--- src/rtl/uart_rx_ctrl.sv ---
// UART receive frame sequencer: tracks start/data/parity/stop phases, validates each frame
// and reports a data-valid pulse, held error flags and a saturating errored-frame count.
module uart_rx_ctrl #(
  parameter int unsigned ERR_CNT_W = 8
) (
  input  logic                 CLK,
  input  logic                 RST,
  input  logic                 RX_IN,
  input  logic                 PAR_EN,
  input  logic                 PAR_TYP,
  input  logic                 edge_cnt_done,
  input  logic                 bit_cnt_done,
  input  logic                 sampled_bit,
  output logic                 counter_en,
  output logic                 deser_en,
  output logic                 busy,
  output logic                 data_valid,
  output logic                 par_err,
  output logic                 stp_err,
  output logic                 strt_glitch,
  output logic [ERR_CNT_W-1:0] err_cnt
);

  typedef enum logic [2:0] {
    StIdle   = 3'd0,
    StStart  = 3'd1,
    StData   = 3'd2,
    StParity = 3'd3,
    StStop   = 3'd4
  } state_e;

  state_e               r_state;
  logic                 r_par_en;
  logic                 r_par_typ;
  logic                 r_acc;
  logic                 r_data_valid;
  logic                 r_par_err;
  logic                 r_stp_err;
  logic                 r_strt_glitch;
  logic [ERR_CNT_W-1:0] r_err_cnt;

  always_ff @(posedge CLK or negedge RST) begin
    if (!RST) begin
      r_state       <= StIdle;
      r_par_en      <= 1'b0;
      r_par_typ     <= 1'b0;
      r_acc         <= 1'b0;
      r_data_valid  <= 1'b0;
      r_par_err     <= 1'b0;
      r_stp_err     <= 1'b0;
      r_strt_glitch <= 1'b0;
      r_err_cnt     <= '0;
    end else begin
      r_data_valid  <= 1'b0;
      r_strt_glitch <= 1'b0;
      unique case (r_state)
        StIdle: begin
          // Frame settings are captured here so mid-frame input changes cannot leak in
          if (!RX_IN) begin
            r_state   <= StStart;
            r_par_en  <= PAR_EN;
            r_par_typ <= PAR_TYP;
            r_acc     <= 1'b0;
            r_par_err <= 1'b0;
            r_stp_err <= 1'b0;
          end
        end
        StStart: begin
          if (edge_cnt_done) begin
            if (sampled_bit) begin
              r_strt_glitch <= 1'b1;
              r_state       <= StIdle;
            end else begin
              r_state <= StData;
            end
          end
        end
        StData: begin
          if (edge_cnt_done) begin
            r_acc <= r_acc ^ sampled_bit;
            if (bit_cnt_done) r_state <= r_par_en ? StParity : StStop;
          end
        end
        StParity: begin
          if (edge_cnt_done) begin
            r_par_err <= (sampled_bit != (r_acc ^ r_par_typ));
            r_state   <= StStop;
          end
        end
        StStop: begin
          if (edge_cnt_done) begin
            r_stp_err <= ~sampled_bit;
            r_state   <= StIdle;
            // A frame with both errors still counts only once
            if (!r_par_err && sampled_bit) begin
              r_data_valid <= 1'b1;
            end else if (r_err_cnt != {ERR_CNT_W{1'b1}}) begin
              r_err_cnt <= r_err_cnt + 1'b1;
            end
          end
        end
        default: r_state <= StIdle;
      endcase
    end
  end

  assign busy        = (r_state != StIdle);
  assign counter_en  = (r_state != StIdle);
  assign deser_en    = (r_state == StData);
  assign data_valid  = r_data_valid;
  assign par_err     = r_par_err;
  assign stp_err     = r_stp_err;
  assign strt_glitch = r_strt_glitch;
  assign err_cnt     = r_err_cnt;

endmodule

--- config.mk ---
export PLATFORM = sky130hd
export DESIGN_NAME = uart_rx_ctrl
export DESIGN_NICKNAME = d
export VERILOG_FILES = /design/src/rtl/uart_rx_ctrl.sv
export SDC_FILE = /design/constraint.sdc
export NUM_CORES = 1
export LEC_CHECK = 0
export ABC_AREA = 1
export CAP_MARGIN = 20
export CORE_MARGIN = 2
export CORE_UTILIZATION = 53
export DETAILED_ROUTE_END_ITERATION = 7
export PLACE_DENSITY = 0.89
export SETUP_SLACK_MARGIN = 0.1
export SLEW_MARGIN = 30
export SYNTH_ARGS = -nofsm -noshare
export SYNTH_HDL_FRONTEND = slang
export SYNTH_SLANG_ARGS = --single-unit
--- constraint.sdc ---
create_clock -name CLK -period 2.1 [get_ports CLK]
set_input_delay 0.525 -clock CLK [delete_from_list [all_inputs] [get_ports CLK]]
set_output_delay 0.525 -clock CLK [all_outputs]
set_load 0.05 [all_outputs]
==> metrics.yaml, run 1 <==
grt_start_max_net_pins: 19
fin_crit_ns: 1.95
worstMarginPinSlew_ns: 0.503
vias: 963
cp_max_fo: 1
cp_slowest_stage_delay_ns: 0.79
crit_buf_inv: 1
ys_types: 21
postCtsHoldBufs: 0
synth_area_leaders: "dfrtp_1, nand2_1, nand3_1"
swShare_pct: 47.8
critPathKind: "reg -> out"
yosys_warnings: 0
critPathSlowestCell: "clkdlybuf4s50_1"
min_path_type: "reg -> reg"
rows: 15
routed_via_density: 5.07
numCtsBuffers: 3
cts_tree: "yes"
cap_viol_max_count: 0
core_area_um2: 1780
critPathLaunchType: "flip-flop"
drv_slew: 0
ant_nets: 0
synth_largest_area_cell: "dfrtp_1"
p_int_mw: 0.863
status: "completed"
ir_drop_v: 0.000760
pwr-share-clk_pct: 13.3
wire_per_inst_um: 11.7
path_clk_slew_ns: 0.11
drive_above_1_share_pct: 10.3
start_util_pct: 57.8
cts-root-buf: "clkbuf_4"
finalCritPeriodShare_pct: 92.9
p_sw_mw: 0.791
first_global_vias: 860
synth.most_common_cell: "nand2_1"
grt-ovfl-total: 0
synth-seq-cells: 18
clk_latency_ns: 0.30
critPathCaptureType: "output port"
die_w_um: 48.1
slew_headroom_pct: 66.4
place_congestion: 0.832
powerDensity_nw_per_um2: 1250
drt_iter0_markers: 41
avgSynthCellArea_um2: 7.36
routed_wl_um: 2220
worst_hold_slack_ns: 0.515
hold_viol: 0
dieArea_um2: 2310
crit_path_cell_trace: "clkdlybuf4s50_1"
synthFlopType: "dfrtp_1"
setup_tns_ns: 0
multiInputGateArea_um2: 499
drcViolationCount: 0
clockBufferDepth: 2
syn-instance-count: 140
grt_first_pass_wirelength_um: 3630
die_height_um: 48.1
fin_skew_ns: 0.000719
yosys-top-cells-count: "nand2_1, dfrtp_1, inv_1"
synth_area_um2: 1030
critPathArrivalTime_ns: 1.43
clock-sinks: 18
cts-htree-levels: 1
critPathTopFamily: "buffers and inverters"
grt_setup_unrepaired: "no"
yosysTopAreaCellShare_pct: 43.7
syn_to_final_growth_pct: 28.8
fillerInstances: 140
synth-edff-count: 0
p_leak_nw: 0.727
drtPass1Iterations: 5
p_total_mw: 1.65
grt_antenna_before_repair: 0
max_freq_mhz: 512
finalNetCount: 175
io_buffers: 22
ys_seq_area_share_pct: 43.7
crit_required_ns: 1.57
p_comb_share_pct: 55.6
seqPwrFrac_pct: 31.1
track_usage_pct: 23.0
antenna_cells: 0
synthArstFlopShare_pct: 100
seqCellArea_um2: 450
ios: 23
hpwl_um: 1710
setup_viol_count_final: 0
syn-num-nets: 149
[area by class of cell]
| type | count | share of cell area [%] |
|---|---|---|
| multi-input cells | 103 | 37.6 |
| flip-flops and latches | 18 | 33.9 |
| repair buffers | 23 | 18.5 |
| inverters | 17 | 4.90 |
| clock buffers | 4 | 2.73 |
| well taps | 25 | 2.36 |
[flip-flops by register name (all words and copies together) (netlist names)]
name,cells
data_valid,1
r_acc,1
err_cnt,8
r_par_en,1
strt_glitch,1
r_par_typ,1
r_state,3
par_err,1
stp_err,1
[path summary, 6_finish.rpt]
kind / from / end / slack (ns) / cells past startpoint
max in group asynchronous: RST / err_cnt[4] / 1.37 / 2
max reg2reg: err_cnt[0] / err_cnt[4] / 0.66 / 8
max: strt_glitch / strt_glitch / 0.15 / 1
min: stp_err / stp_err / 0.52 / 2
min in group asynchronous: RST / err_cnt[6] / 0.54 / 2
min reg2reg: stp_err / stp_err / 0.52 / 2
[power by group through the flow]
stage	logic [mW]	registers (mW)	clock network, mW
after floorplan	0.533	0.612	0
after CTS	0.918	0.511	0.223
after global placement	0.909	0.516	0
after detailed placement	0.930	0.520	0
after global routing	0.998	0.525	0.235
final	0.920	0.515	0.219
[metal layers]
layer | global-route usage, % | wire length (um) | vias to the layer above
li1 | - | - | 484
met1 | 28.5 | 961 | 428
met2 | 38.4 | 1080 | 46
met3 | 4.44 | 143 | 5
met4 | 11.4 | 35 | 0
met5 | 0 | 0 | -
[cells by family after synthesis]
| family | Yosys count | synth area share, % |
|---|---|---|
| adder cells (fa/ha/maj) | 1 | 1.21 |
| AND/OR/NAND/NOR | 88 | 38.0 |
| AO/OA/AOI/OAI | 8 | 3.88 |
| XOR/XNOR | 6 | 5.10 |
| flip-flops | 18 | 43.7 |
| buffers and inverters | 19 | 8.13 |
[per-stage QoR]
| stage | worst slack (ns) | cells | util (%) | cell area [um^2] |
|---|---|---|---|---|
| 2_1_floorplan | 0.295 | 140 | - | 1030 |
| 3_3_place_gp | 0.287 | 186 | 72.7 | 1300 |
| 3_5_place_dp | 0.236 | 186 | 72.7 | 1300 |
| 4_1_cts | 0.140 | 190 | 74.2 | 1320 |
| 5_1_grt | 0.109 | 190 | 74.5 | 1330 |
| 6_report | 0.148 | 190 | 74.5 | 1330 |
[cells in the final DEF (no fill, tap or decap)]
| cell type | netlist | routed |
|---|---|---|
| nand4_1 | 1 | 1 |
| inv_2 | 1 | 1 |
| clkbuf_4 | 0 | 3 |
| dlygate4sd2_1 | 0 | 8 |
| nand2_2 | 1 | 1 |
| nand2_1 | 56 | 56 |
| buf_4 | 1 | 3 |
| xnor2_1 | 2 | 2 |
| buf_12 | 0 | 3 |
| ha_1 | 1 | 1 |
| clkinv_2 | 1 | 1 |
| nand3b_1 | 2 | 2 |
| xor2_1 | 4 | 4 |
| nand3_1 | 12 | 12 |
| nor2_1 | 11 | 10 |
| o21ai_0 | 6 | 6 |
| dfrtp_1 | 18 | 18 |
| nor2_2 | 0 | 1 |
| o21ai_1 | 2 | 2 |
| dlymetal6s2s_1 | 0 | 1 |
| nand4_4 | 1 | 1 |
| clkdlybuf4s50_1 | 0 | 8 |
| nor3_1 | 2 | 2 |
| nand3_2 | 1 | 1 |
| clkbuf_8 | 0 | 1 |
| inv_1 | 15 | 15 |
| nor2_4 | 1 | 1 |
[repair_timing]
item	4_1_cts	5_1_grt
buffers inserted	0	0
gates resized for setup	8	2
endpoints found under the setup margin	8	2
No activity file was read; power rests on OpenSTA's default activity.
==> inputs of run 2 (changes only) <==
--- a/config.mk
+++ b/config.mk
@@ -8,9 +8,10 @@
 export ABC_AREA = 1
 export CAP_MARGIN = 20
 export CORE_MARGIN = 2
-export CORE_UTILIZATION = 53
+export CORE_UTILIZATION = 49
 export DETAILED_ROUTE_END_ITERATION = 7
-export PLACE_DENSITY = 0.89
+export GPL_TIMING_DRIVEN = 0
+export PLACE_DENSITY = 0.84
 export SETUP_SLACK_MARGIN = 0.1
 export SLEW_MARGIN = 30
 export SYNTH_ARGS = -nofsm -noshare
==> constraint.sdc (replaced) <==
create_clock -name CLK -period 2.2 [get_ports CLK]
set_input_delay 0.55 -clock CLK [delete_from_list [all_inputs] [get_ports CLK]]
set_output_delay 0.55 -clock CLK [all_outputs]
set_load 0.05 [all_outputs]
==> run 2 against run 1 <==
First-iteration DRC count fell by 29%. Sequential share of layout area increased by 0.49 points. Core utilization fell by 8.4 points. Die area increased by 7.5%. Design area down 1.4%. Global-route usage down 3.6 points. Largest power group unchanged.
==> metrics.yaml, run 2 (synthesized netlist as in run 1, its figures left out) <==
max_freq_mhz: 489
hold_viol: 0
setup_viol_count_final: 0
clockBufferDepth: 2
grt-ovfl-total: 0
worstHoldPathCells: 2
track_usage_pct: 19.4
min_path_type: "reg -> reg"
routed_wl_um: 2110
p_sw_mw: 0.730
cts-htree-levels: 1
worstMarginPinSlew_ns: 0.803
grt_start_max_net_pins: 19
die_height_um: 49.9
layout_commonest_cell: "nand2_1"
crit_required_ns: 1.65
timing.rr.start: "err_cnt[0]"
drt_iter0_markers: 29
cap_viol_max_count: 0
antenna_cells: 0
grt_antenna_before_repair: 0
cts-root-buf: "clkbuf_4"
critPathSlowestCell: "clkdlybuf4s50_1"
slew_headroom_pct: 46.3
place_congestion: 0.928
multiInputGateArea_um2: 497
drv_slew: 0
dieArea_um2: 2490
postCtsHoldBufs: 0
die_w_um: 49.9
critPathKind: "reg -> out"
wire_per_inst_um: 10.9
p_leak_nw: 0.707
p_comb_share_pct: 54.6
ios: 23
utilization_pct: 66.0
drive_above_1_share_pct: 9.04
swShare_pct: 48.7
finalCritPeriodShare_pct: 92.9
r2r_cells: 8
grt_setup_unrepaired: "no"
largest_reg_flops: 8
path_clk_slew_ns: 0.10
crit_path_start: "err_cnt[3]"
critPathCaptureType: "output port"
p_int_mw: 0.770
drcViolationCount: 0
core_area_um2: 1980
final_area_um2: 1310
critPathArrivalTime_ns: 1.49
min-delay-start: "stp_err"
first_global_vias: 892
numCtsBuffers: 3
syn_to_final_growth_pct: 26.9
cp_max_fo: 3
clk_latency_ns: 0.30
final_cell_mix: "nand2_1, dfrtp_1, inv_1"
seqCellArea_um2: 450
finalNetCount: 176
status: "completed"
setup_tns_ns: 0
ant_nets: 0
rows: 16
critPathLaunchType: "flip-flop"
cp_slowest_stage_delay_ns: 0.81
place_area_um2: 1280
drtPass1Iterations: 4
critPathTopFamily: "buffers and inverters"
fillerInstances: 161
cts_tree: "yes"
grt_first_pass_wirelength_um: 3690
fin_skew_ns: 0.00518
routed_via_density: 5.09
clock-sinks: 18
pwr-share-clk_pct: 13.6
crit_path_cell_trace: "clkdlybuf4s50_1"
seqPwrFrac_pct: 31.8
fin_crit_ns: 2.04
io_buffers: 22
vias: 983
start_util_pct: 52.0
ir_drop_v: 0.00108
p_total_mw: 1.50
worst-path-stages: 1
powerDensity_nw_per_um2: 1150
hpwl_um: 1680
crit_buf_inv: 1
-- run 2: cell count changes in the layout (fill, tap and decap cells not counted), sizes merged --
| cell | previous run | this run |
|---|---|---|
| clkdlybuf4s15 | 0 | 1 |
| dlygate4sd2 | 8 | 5 |
| clkdlybuf4s50 | 8 | 13 |
| buf | 6 | 4 |
-- run 2: worst min-delay path: stages (launching register included) --
cell     delay, ns
dfrtp_1       0.36
nand2_1       0.05
o21ai_1       0.06
-- run 2: final cells by class --
type                    instances  share of cell area, %
inverters                      17                   4.97
multi-input cells             103                   38.0
plain buffers                   2                   1.43
well taps                      27                   2.58
flip-flops and latches         18                   34.4
clock buffers                   4                   2.77
repair buffers                 22                   15.9
-- run 2: final timing paths --
path,end,slack [ns]
min reg2reg,stp_err,0.50
max,err_cnt[3],0.16
min in group asynchronous,err_cnt[6],0.71
max in group asynchronous,r_acc,0.99
min,stp_err,0.50
max reg2reg,err_cnt[5],0.80
-- run 2: per-stage QoR --
step | cells | hold WS [ns] | worst slack (ns)
finish | 193 | 0.505 | 0.157
detailed placement | 189 | 0.485 | 0.0193
global route | 193 | 0.551 | 0.102
CTS | 193 | 0.510 | 0.107
global placement | 189 | 0.481 | 0.0433
floorplan | 140 | 0.254 | 0.387
-- run 2: routing by layer --
| metal | global-route usage, % | vias to the layer above | wire length, um |
|---|---|---|---|
| met5 | 0 | - | 0 |
| met4 | 6.48 | 0 | 15 |
| met3 | 3.64 | 2 | 138 |
| met2 | 33.1 | 40 | 1050 |
| met1 | 24.7 | 449 | 907 |
| li1 | - | 492 | - |
-- run 2: power by group through the flow --
stage                     registers (mW)  clock network, mW  logic [mW]
after floorplan                    0.584                  0       0.508
after global placement             0.480                  0       0.825
after detailed placement           0.484                  0       0.844
after CTS                          0.477              0.210       0.823
after global routing               0.491              0.223       0.902
final                              0.477              0.204       0.820
-- run 2: repair_timing --
action,4_1_cts,5_1_grt
setup buffers,0,0
gates resized for setup,16,3
setup endpoints to repair,8,2
==> inputs of run 3 (changes only) <==
--- a/config.mk
+++ b/config.mk
@@ -7,8 +7,9 @@
 export LEC_CHECK = 0
 export ABC_AREA = 1
 export CAP_MARGIN = 20
-export CORE_MARGIN = 2
+export CORE_MARGIN = 5
 export CORE_UTILIZATION = 49
+export CTS_CLUSTER_DIAMETER = 40
 export DETAILED_ROUTE_END_ITERATION = 7
 export GPL_TIMING_DRIVEN = 0
 export PLACE_DENSITY = 0.84
@@ -17,3 +18,4 @@
 export SYNTH_ARGS = -nofsm -noshare
 export SYNTH_HDL_FRONTEND = slang
 export SYNTH_SLANG_ARGS = --single-unit
+export TNS_END_PERCENT = 10
==> run 3 against run 2 <==
Setup slack worse by 0.11 ns. Non-clock buffer count is the same. Wire length up 5.2%. Largest cell class unchanged. Clock skew shrank 0.0022 ns. Sequential power is 1% higher.
==> metrics.yaml, run 3 (synthesized netlist as in run 1, its figures left out) <==
status: "completed"
cts-root-buf: "clkbuf_4"
setup_viol_count_final: 0
die_height_um: 55.9
vias: 989
instances_no_fill: 192
drv_slew: 0
clockBufferDepth: 2
final_cell_mix: "nand2_1, dfrtp_1, clkdlybuf4s50_1"
cp_slowest_stage_delay_ns: 0.85
drive_above_1_share_pct: 7.88
critPathArrivalTime_ns: 1.60
hpwl_um: 1750
rows: 16
drtPass1Iterations: 4
drt_iter0_markers: 32
place_congestion: 0.917
grt_setup_unrepaired: "yes"
clk_latency_ns: 0.29
io_buffers: 22
numCtsBuffers: 3
crit_path_cell_trace: "clkdlybuf4s50_1"
setup_tns_ns: 0
slew_headroom_pct: 47.5
post_cts_buffers: 0
fillerInstances: 167
powerDensity_nw_per_um2: 1130
timing.rr.start: "err_cnt[0]"
track_usage_pct: 15.7
die_w_um: 55.9
fin_skew_ns: 0.00294
min_to: "stp_err"
placed_cells: 189
finalNetCount: 176
grt_first_pass_wirelength_um: 3970
routed_via_density: 5.15
clock-sinks: 18
max_freq_mhz: 465
grt-ovfl-total: 0
critPathCaptureType: "output port"
ios: 23
postCtsHoldBufs: 0
r2r_cells: 8
layout_commonest_cell: "nand2_1"
place_area_um2: 1280
min_path_type: "reg -> reg"
worstHoldPathCells: 2
finalCritPeriodShare_pct: 97.7
final_area_um2: 1310
cts-htree-levels: 1
critPathSlowestCell: "clkdlybuf4s50_1"
worst-r2r-setup-slack_ns: 0.77
first_global_vias: 950
routed_wl_um: 2220
drcViolationCount: 0
regToRegEndpoint: "err_cnt[1]"
antenna_cells: 0
critPathTopFamily: "buffers and inverters"
wire_per_inst_um: 11.6
critPathLaunchType: "flip-flop"
start_util_pct: 52.0
grt_start_max_net_pins: 19
p_leak_nw: 0.680
multiInputGateArea_um2: 497
cp_max_fo: 5
worstMarginPinSlew_ns: 0.785
dieArea_um2: 3120
largest_reg_flops: 8
crit_required_ns: 1.65
grt_antenna_before_repair: 0
cap_viol_max_count: 0
fin_crit_ns: 2.15
hold_viol: 0
cts_tree: "yes"
min-delay-start: "stp_err"
syn_to_final_growth_pct: 27.1
ant_nets: 0
core_area_um2: 1980
critPathKind: "reg -> out"
ir_drop_v: 0.000805
path_clk_slew_ns: 0.10
seqCellArea_um2: 450
crit_buf_inv: 1
## run 3: changes by cell type in the layout (fill, tap and decap cells not counted), sizes merged
cell,delta
clkbuf,-1
clkdlybuf4s50,+5
buf,-2
dlygate4sd2,-4
clkdlybuf4s18,+1
## run 3: how the worst max path moves through the flow
stage,from,endpoint,slack [ns],cells past startpoint
after floorplan,r_state[1],counter_en,0.39,4
after global placement,r_state[0],deser_en,0.03,4
after detailed placement,r_state[0],deser_en,0.03,4
after CTS,err_cnt[5],err_cnt[5],0.03,1
after global routing,r_state[0],deser_en,0.007,4
final,err_cnt[2],err_cnt[2],0.05,1
## run 3: what timing repair did
| item | CTS | global route |
|---|---|---|
| pin swaps | 0 | 0 |
| resized for setup | 7 | 2 |
| setup endpoints to repair | 6 | 9 |
## run 3: layout make-up
class,count,area share (%)
buffer,2,1.43
clock buffer,3,1.72
inverter,17,4.97
multi-input combinational,103,37.9
sequential,18,34.4
tap,27,2.58
timing repair buffer,22,17.0
## run 3: routing by layer
layer | share of wire, % | global-route usage (%)
met1 | 43 | 18.1
met2 | 47 | 26.4
met3 | 8.4 | 4.64
met4 | 1.8 | 7.80
met5 | 0 | 0
## run 3: where the power goes
part | internal, mW | switching, mW
Combinational | 0.275 | 0.559
Sequential | 0.409 | 0.0731
Clock | 0.0638 | 0.0990
Total | 0.748 | 0.731
## run 3: stage by stage
stage	utilization [%]	power, mW	hold slack (ns)	setup slack (ns)
floorplan	-	1.09	0.254	0.387
global placement	64.8	1.31	0.476	0.0349
detailed placement	64.8	1.34	0.477	0.0261
CTS	66.0	1.49	0.501	0.0322
global route	66.1	1.57	0.520	0.00730
finish	66.1	1.48	0.496	0.0502
